## src/rtl/seq_matrix_multiplier_pkg.sv

```systemverilog
// Shared types and constants for the sequential matrix multiplier.
package seq_mm_pkg;

    localparam int DATA_W = 32;

    typedef enum logic [2:0] {
        IDLE,
        FETCH,
        CALC,
        WRITE,
        DONE
    } state_t;

    // Index width for an M x M matrix, never narrower than one bit.
    function automatic int idx_width(input int m);
        return (m > 1) ? $clog2(m) : 1;
    endfunction

endpackage

```

## src/rtl/seq_matrix_multiplier_if.sv

```systemverilog
// Operand-read, result-write and control signals of the multiplier.
interface seq_mm_if import seq_mm_pkg::*; #(parameter int M = 4);

    localparam int IDX_W = idx_width(M);

    logic              start;
    logic              done;
    logic [DATA_W-1:0] a_in;
    logic [DATA_W-1:0] b_in;
    logic [DATA_W-1:0] current_element;
    logic              z_ack;
    logic              z_stb;
    logic [DATA_W-1:0] z_out;
    logic [IDX_W-1:0]  a_i;
    logic [IDX_W-1:0]  a_j;
    logic [IDX_W-1:0]  b_i;
    logic [IDX_W-1:0]  b_j;
    logic [IDX_W-1:0]  z_i;
    logic [IDX_W-1:0]  z_j;

    modport master (
        input  start, a_in, b_in, current_element, z_ack,
        output done, z_stb, z_out, a_i, a_j, b_i, b_j, z_i, z_j
    );

    modport slave (
        output start, a_in, b_in, current_element, z_ack,
        input  done, z_stb, z_out, a_i, a_j, b_i, b_j, z_i, z_j
    );

endinterface

```

## src/rtl/seq_matrix_multiplier_mac.sv

```systemverilog
// Combinational multiply-accumulate; the first term of a dot product ignores acc.
module seq_mm_mac import seq_mm_pkg::*; (
    input  logic [DATA_W-1:0] a,
    input  logic [DATA_W-1:0] b,
    input  logic [DATA_W-1:0] acc,
    input  logic              first,
    output logic [DATA_W-1:0] result
);

    logic signed [DATA_W-1:0] prod;

    // Only the low DATA_W bits are kept, so signed and unsigned products agree.
    assign prod   = $signed(a) * $signed(b);
    assign result = first ? prod : acc + prod;

endmodule

```

## src/rtl/seq_matrix_multiplier.sv

```systemverilog
// R = A x B over M x M matrices, one MAC per handshake, partial sums written back to R.
module seq_matrix_multiplier import seq_mm_pkg::*; #(
    parameter int M = 4
) (
    input  logic     clk,
    input  logic     rst,
    seq_mm_if.master bus
);

    localparam int               IDX_W = idx_width(M);
    localparam logic [IDX_W-1:0] LAST  = IDX_W'(M - 1);

    state_t            state;
    logic [IDX_W-1:0]  i;
    logic [IDX_W-1:0]  j;
    logic [IDX_W-1:0]  k;
    logic [DATA_W-1:0] z_reg;
    logic [DATA_W-1:0] mac_result;
    logic              stb_reg;
    logic              done_reg;

    seq_mm_mac u_mac (
        .a      (bus.a_in),
        .b      (bus.b_in),
        .acc    (bus.current_element),
        .first  (k == '0),
        .result (mac_result)
    );

    // Loop order i (outer), j, k (inner); the consumer's ack is honoured only in WRITE.
    always_ff @(posedge clk or posedge rst) begin
        if (rst) begin
            state    <= IDLE;
            i        <= '0;
            j        <= '0;
            k        <= '0;
            z_reg    <= '0;
            stb_reg  <= 1'b0;
            done_reg <= 1'b0;
        end else begin
            case (state)
                IDLE: begin
                    if (bus.start) begin
                        i     <= '0;
                        j     <= '0;
                        k     <= '0;
                        state <= FETCH;
                    end
                end
                FETCH: begin
                    state <= CALC;
                end
                CALC: begin
                    z_reg   <= mac_result;
                    stb_reg <= 1'b1;
                    state   <= WRITE;
                end
                WRITE: begin
                    if (bus.z_ack) begin
                        stb_reg <= 1'b0;
                        if (k == LAST) begin
                            k <= '0;
                            if (j == LAST) begin
                                j <= '0;
                                i <= i + 1'b1;
                            end else begin
                                j <= j + 1'b1;
                            end
                        end else begin
                            k <= k + 1'b1;
                        end
                        if (i == LAST && j == LAST && k == LAST) begin
                            done_reg <= 1'b1;
                            state    <= DONE;
                        end else begin
                            state <= FETCH;
                        end
                    end
                end
                DONE: begin
                    stb_reg <= 1'b0;
                    // A held-high start must drop before another product can begin.
                    if (!bus.start) begin
                        done_reg <= 1'b0;
                        state    <= IDLE;
                    end
                end
                default: begin
                    state <= IDLE;
                end
            endcase
        end
    end

    assign bus.a_i   = i;
    assign bus.a_j   = k;
    assign bus.b_i   = k;
    assign bus.b_j   = j;
    assign bus.z_i   = i;
    assign bus.z_j   = j;
    assign bus.z_out = z_reg;
    assign bus.z_stb = stb_reg;
    assign bus.done  = done_reg;

endmodule

```

## src/flat_wrapper.sv

```systemverilog
// flat-port wrapper written by rule: the top's interface ports become plain ports
module seq_matrix_multiplier_flat import seq_mm_pkg::*;
#(
    parameter int M = 4
)
  (clk, rst, bus_start, bus_a_in, bus_b_in, bus_current_element, bus_z_ack, bus_done, bus_z_stb, bus_z_out, bus_a_i, bus_a_j, bus_b_i, bus_b_j, bus_z_i, bus_z_j);
  seq_mm_if #(.M(M)) bus_i ();
  input  logic clk;
  input  logic rst;
  input wire logic [$bits(bus_i.start)-1:0] bus_start;
  input wire logic [$bits(bus_i.a_in)-1:0] bus_a_in;
  input wire logic [$bits(bus_i.b_in)-1:0] bus_b_in;
  input wire logic [$bits(bus_i.current_element)-1:0] bus_current_element;
  input wire logic [$bits(bus_i.z_ack)-1:0] bus_z_ack;
  output wire logic [$bits(bus_i.done)-1:0] bus_done;
  output wire logic [$bits(bus_i.z_stb)-1:0] bus_z_stb;
  output wire logic [$bits(bus_i.z_out)-1:0] bus_z_out;
  output wire logic [$bits(bus_i.a_i)-1:0] bus_a_i;
  output wire logic [$bits(bus_i.a_j)-1:0] bus_a_j;
  output wire logic [$bits(bus_i.b_i)-1:0] bus_b_i;
  output wire logic [$bits(bus_i.b_j)-1:0] bus_b_j;
  output wire logic [$bits(bus_i.z_i)-1:0] bus_z_i;
  output wire logic [$bits(bus_i.z_j)-1:0] bus_z_j;
  assign bus_i.start = bus_start;
  assign bus_i.a_in = bus_a_in;
  assign bus_i.b_in = bus_b_in;
  assign bus_i.current_element = bus_current_element;
  assign bus_i.z_ack = bus_z_ack;
  assign bus_done = bus_i.done;
  assign bus_z_stb = bus_i.z_stb;
  assign bus_z_out = bus_i.z_out;
  assign bus_a_i = bus_i.a_i;
  assign bus_a_j = bus_i.a_j;
  assign bus_b_i = bus_i.b_i;
  assign bus_b_j = bus_i.b_j;
  assign bus_z_i = bus_i.z_i;
  assign bus_z_j = bus_i.z_j;
  seq_matrix_multiplier #(.M(M)) u_core (.clk(clk), .rst(rst), .bus(bus_i));
endmodule
```

## config.mk

```make
export PLATFORM = sky130hd
export DESIGN_NAME = seq_matrix_multiplier_flat
export DESIGN_NICKNAME = d
export VERILOG_FILES = /design/src/rtl/seq_matrix_multiplier_pkg.sv /design/src/rtl/seq_matrix_multiplier_if.sv /design/src/rtl/seq_matrix_multiplier_mac.sv /design/src/rtl/seq_matrix_multiplier.sv /design/src/flat_wrapper.sv
export SDC_FILE = /design/constraint.sdc
export NUM_CORES = 1
export LEC_CHECK = 0
export BUFFER_PORTS_ARGS = -buffer_cell sky130_fd_sc_hd__buf_2
export CAP_MARGIN = 20
export CORE_ASPECT_RATIO = 2
export CORE_MARGIN = 2
export CORE_UTILIZATION = 65
export DETAILED_ROUTE_END_ITERATION = 12
export GPL_TIMING_DRIVEN = 0
export PLACE_DENSITY = 0.85
export SETUP_SLACK_MARGIN = 0.02
export SLEW_MARGIN = 0
export SYNTH_ARGS = -nofsm -noshare
export SYNTH_HDL_FRONTEND = slang
export SYNTH_HIERARCHICAL = 1
export SYNTH_SLANG_ARGS = --single-unit
```

## constraint.sdc

```tcl
create_clock -name clk -period 2.8 [get_ports clk]
set_input_delay 0 -clock clk [delete_from_list [all_inputs] [get_ports clk]]
set_output_delay 0 -clock clk [all_outputs]
set_load 0.01 [all_outputs]
```

==> results.tsv, run 1 <==
stage	metric	value	unit
run_status	status	finished with violations	
run_status	violations	negative setup slack	
placement	place.gp.congestion	1.06	
floorplanning	die-area	32300	sq um
floorplanning	io_pins	146	
route	drtIter0Drc	1347	
clock_network	htreeDepth	2	
synthesis	ys_seq_area_share	5.38	%
hold_path	hp-class	in -> reg	
setup_path	start_kind	input pin	
grt	grt_pass1_vias	19700	
final_layout	fin_nets	3124	
setup_path	cp_max_fo	11	
synthesis	ys.flop_type	dfrtp_1	
clock_network	clockBufferDepth	2	
synthesis	synth_top_area_share	40.9	%
synthesis	synthArstFlopShare	100	%
floorplanning	initial_core_util	66.1	%
timing	holdWs	114	ps
clock_network	cts_tree	done	
synthesis	synth_fp_nets	2891	
synthesis	yosysMostFrequentCell	inv_1	
synthesis	synth_common_cells	441 x inv_1, 409 x fa_1, 320 x and2_1	
synthesis	synth_area_leaders	fa_1 41%, ha_1 12%, and2_1 10%	
timing	drv_slew	0	
clock_network	numCtsBuffers	5	
grt	grt_pass1_wl	116000	um
timing	fmax	0.120	GHz
synthesis	syn_area_per_cell	9.12	sq um
timing	tns	-113940	ps
timing	worstMarginPinSlew	1180	ps
floorplanning	rows	90	
run	cap_violations	0	
synthesis	yosysWarnings	6	
timing	rsz0062_at_grt	true	
grt	grt_max_degree	44	
final_layout	drive_above_1_share	24.4	%
route	vias	17400	
route	drc	0	
final_layout	largest_reg_flops	32	
grt	antenna_found_initial	5	
setup_path	reg2reg_setup_slack	-140	ps
setup_path	crit_path_top_delay_cell	fa_1	
floorplanning	die-height	252	um
synthesis	synth.distinct_cells	80	
final_layout	post-route-util	80.7	%
timing	post-route-period-util	298	%
route	antenna_left	0	
timing	fin_ws	-5540	ps
final_layout	seq_area	1080	sq um
setup_path	crit_arrival	8530	ps
clock_network	clk_latency	310	ps
timing	setup_viol	28	
clock_network	root_buffer	clkbuf_16	
grt	grt_use_total	50.2	%
setup_path	required	2990	ps
setup_path	worstSetupPathType	in -> reg	
timing	fin_skew	13.7	ps
timing	period_needed	8340	ps
placement	dp_hpwl	58600	um
setup_path	end_kind	flip-flop	
setup_path	cpPeakStageDelay	620	ps
final_layout	fillers	1821	
route	routed_wl	79400	um
timing	hold_viol	0	
route	first_pass_iters	6	
grt	overflow	0	
synthesis	syn_area	20000	sq um
placement	port_buffers	138	
timing	max_slew_margin	20.6	%
clock_network	clk_pin_slew	70	ps
synthesis	yosys.area.top_type	fa_1	
setup_path	cp_common_cell	fa_1	
synthesis	synth_seq_cells	43	
final_layout	multiInputGateArea	18400	sq um
placement	place_ws	-6370	ps
synthesis	synth-edff-count	0	
synthesis	syn_inst	2195	
clock_network	cts_sinks	43	
route	wire_per_inst	28.4	um
route	via_per_inst	6.23	
floorplanning	core_area	30300	sq um
final_layout	syn_to_final_growth	22.2	%
floorplanning	die-width	128	um
## critical path: cells and delay by family
kind / cells / cell delay [ps]
fa+ha+maj: 10 / 4950
compound gates: 6 / 1320
buf+inv: 4 / 600
simple gates: 4 / 560
mux: 2 / 540
xor+xnor: 3 / 530
## repair_timing
item | 4_1_cts | 5_1_grt
setup buffers | 56 | 31
pin swaps | 75 | 72
gates cloned | 5 | 0
hold buffers | 2 | 0
gates resized for setup | 320 | 135
setup endpoints to repair | 29 | 29
endpoints found under the hold margin | 44 | 0
## metrics by stage
step | area [sq um] | std cells
floorplan | 20500 | 2195
finish | 24400 | 2798
global route | 24400 | 2797
CTS | 23700 | 2769
detailed placement | 21600 | 2701
global placement | 21600 | 2701
## cells in the final DEF, fill, tap and decap left out, drive strengths merged, types with 3 or more instances in the layout
master,Yosys,layout
mux2,44,44
a41oi,3,3
nand2b,13,13
nand3,7,7
o21a,11,11
fa,409,409
and2,320,320
a211o,3,3
a211oi,6,6
o211ai,4,4
a21boi,3,3
and3,6,6
buf,16,254
clkinv,1,3
nand4,7,7
o21bai,4,4
nor2,32,32
a31oi,7,7
ha,187,187
clkbuf,86,77
a21o,19,19
a221oi,4,4
nor3,12,12
dfrtp,43,43
o31ai,7,7
xor2,31,31
o21ai,44,44
nand2,253,253
or3,7,7
a21oi,48,48
or2,3,3
xnor2,79,79
inv,441,441
## per-layer routing
metal,up-vias,global-route usage [%],wire length (um)
met1,8532,43.5,21800
met2,1168,81.2,37100
met4,2,58.3,12600
met3,633,18.4,7860
li1,7101,-,-
met5,-,0,13
## worst paths after layout
path	start	to	cells after the start
worst max-delay path	bus_b_in[12]	u_core/bus.z_out[31]$_DFFE_PP0P_	29
worst min-delay path	bus_z_ack	u_core/bus.done$_DFFE_PP0P_	4
worst max register to register	u_core/bus.a_j[1]$_DFFE_PP0P_	u_core/bus.z_out[31]$_DFFE_PP0P_	10
worst min register to register	u_core/bus.z_out[3]$_DFFE_PP0P_	u_core/bus.z_out[3]$_DFFE_PP0P_	1
max in group asynchronous	rst	u_core/bus.b_j[0]$_DFFE_PP0P_	3
min in group asynchronous	rst	u_core/bus.z_out[20]$_DFFE_PP0P_	3
## cell families after synthesis
| logic type | share of synthesized area, % |
|---|---|
| buffers and inverters | 10.4 |
| AND/OR/NAND/NOR | 17.5 |
| XOR/XNOR | 4.82 |
| adder cells (fa/ha/maj) | 52.6 |
| AO/OA/AOI/OAI | 6.64 |
| flip-flops | 5.38 |
| multiplexers | 2.60 |
## layout make-up
type	count	share of cell area (%)
clock buffers	5	0.512
well taps	368	1.88
clock inverters	3	0.102
multi-input cells	1608	75.2
diodes	1	0.0102
inverters	442	6.80
repair buffers	230	6.77
flip-flops and latches	43	4.40
plain buffers	98	4.31
Power of run 1 is left out: the tool's default activity adds up to more than one toggle a clock period on the data nets, which glitch-free logic cannot reach.
==> inputs of run 2 (changes only) <==
Settings changed: CORE_ASPECT_RATIO 2 to unset.
==> results.tsv, run 2 (same netlist as run 1, synthesis figures left out) <==
stage	metric	value	unit	change
run_status	status	finished with violations		
run_status	violations	design-rule violations, negative setup slack		
grt	grt_pass1_vias	18200		-7.6%
grt	grt_pass1_wl	98900	um	-15%
timing	post-route-period-util	295	%	-2.5 points
floorplanning	io_pins	146		unchanged
final_layout	syn_to_final_growth	22.1	%	about the same
grt	use_met1	50.6	%	+7.1 points
timing	fin_ws	-5470	ps	+69.2 ps
timing	holdWs	94.7	ps	-19.5 ps
route	routed_wl	66100	um	-17%
timing	rsz0062_at_grt	true		
hold_path	hp-class	in -> reg		
clock_network	clk_latency	300	ps	about the same
timing	fmax	0.121	GHz	+0.84%
grt	grt_max_degree	44		unchanged
clock_network	root_buffer	clkbuf_16		
floorplanning	initial_core_util	65.8	%	-0.30 points
setup_path	worstSetupPathType	in -> reg		
timing	max_slew_margin	32.2	%	+12 points
final_layout	largest_reg_flops	32		unchanged
placement	place.gp.congestion	1.03		-3.4%
setup_path	cp_max_fo	10		-1
setup_path	required	2980	ps	about the same
floorplanning	core_area	30400	sq um	+0.45%
clock_network	htreeDepth	2		unchanged
setup_path	cp_common_cell	fa_1		
final_layout	fin_nets	3123		-0.032%
run	cap_violations	0		unchanged
timing	setup_viol	28		unchanged
route	first_pass_iters	11		+5
final_layout	final_common_cell	inv_1		
route	via_per_inst	5.96		-4.4%
setup_path	crit_path_top_delay_cell	fa_1		
grt	overflow	0		unchanged
clock_network	clockBufferDepth	2		unchanged
grt	antenna_found_initial	1		-4
setup_path	critPathBufInv	4		unchanged
route	antenna_left	0		unchanged
route	drtIter0Drc	1386		+2.9%
timing	period_needed	8270	ps	-69.2 ps
clock_network	cts_sinks	43		unchanged
setup_path	end_kind	flip-flop		
timing	hold_viol	0		unchanged
final_layout	fillers	1872		+2.8%
placement	port_buffers	138		unchanged
final_layout	drive_above_1_share	23.7	%	-0.64 points
setup_path	cpPeakStageDelay	590	ps	-30 ps
grt	gr-max-usage-layer	met2		
route	wire_per_inst	23.4	um	-17%
setup_path	reg2reg_setup_slack	130	ps	+270 ps
route	vias	16800		-3.5%
final_layout	layout_common_cells	425 x inv_1, 403 x fa_1, 308 x and2_1		
floorplanning	die-height	179	um	-29%
setup_path	start_kind	input pin		
clock_network	numCtsBuffers	5		unchanged
timing	fin_skew	17.2	ps	+3.48 ps
floorplanning	die-width	179	um	+40%
floorplanning	rows	64		-29%
route	drc	2		+2
clock_network	cts_tree	done		
timing	drv_slew	0		unchanged
grt	grt_use_met2	62.5	%	-19 points
clock_network	clk_pin_slew	60	ps	about the same
placement	dp_hpwl	49900	um	-15%
setup_path	crit_arrival	8450	ps	-80 ps
floorplanning	die-area	32200	sq um	-0.27%
timing	worstMarginPinSlew	1020	ps	-167 ps
setup_path	crit_family	adder cells		
grt	grt_use_total	39.9	%	-10 points
grt	use_met3	14.9	%	-3.5 points
==> run 2: area by class of cell <==
cell class	instances	area, sq um	share of cell area, %
plain buffers	99	1100	4.50
clock inverters	2	37.5	0.154
flip-flops and latches	43	1080	4.40
multi-input cells	1608	18400	75.1
diodes	1	2.50	0.0102
clock buffers	5	125	0.512
well taps	396	495	2.03
repair buffers	228	1580	6.47
inverters	442	1660	6.80
==> run 2: tightest hold or removal path: stages <==
cell,delay (ps)
buf_2,140
nand2_2,70
or4b_1,100
nand2_1,40
==> run 2: repair_timing <==
action / CTS / global route
cloned: 1 / 0
hold buffers: 2 / 0
hold endpoints to repair: 45 / 0
pin swaps: 64 / 60
buffers inserted: 47 / 40
setup endpoints to repair: 29 / 29
gates resized for setup: 281 / 138
==> run 2: path summary, 6_finish.rpt <==
kind / start / end / cells after the start
worst max-delay path: bus_a_in[2] / u_core/bus.z_out[31]$_DFFE_PP0P_ / 33
worst min-delay path: bus_z_ack / u_core/bus.done$_DFFE_PP0P_ / 4
worst max register to register: u_core/bus.a_j[0]$_DFFE_PP0P_ / u_core/bus.z_out[7]$_DFFE_PP0P_ / 7
worst min register to register: u_core/bus.z_out[10]$_DFFE_PP0P_ / u_core/bus.z_out[10]$_DFFE_PP0P_ / 1
max in group asynchronous: rst / u_core/bus.z_out[27]$_DFFE_PP0P_ / 3
min in group asynchronous: rst / u_core/bus.z_out[14]$_DFFE_PP0P_ / 3
==> run 2: metrics by stage <==
stage          std cells  worst slack (ps)  TNS (ps)  cell area [sq um]  util (%)
3_5_place_dp        2729             -6360   -128850              21700      71.2
4_1_cts             2783             -5280   -106950              23500      77.1
6_report            2824             -5470   -113020              24400      80.3
5_1_grt             2823             -5660   -117130              24400      80.3
3_3_place_gp        2729             -6260   -127380              21700      71.2
2_1_floorplan       2195             -5000   -100020              20500         -
==> run 2: routing by layer <==
metal	wire, um	share of wire [%]	vias to the layer above
li1	-	-	7106
met1	24100	36	8420
met2	30300	46	1036
met3	8190	12	267
met4	3600	5.4	0
met5	0	0	-
Power of run 2 is left out for the same reason.
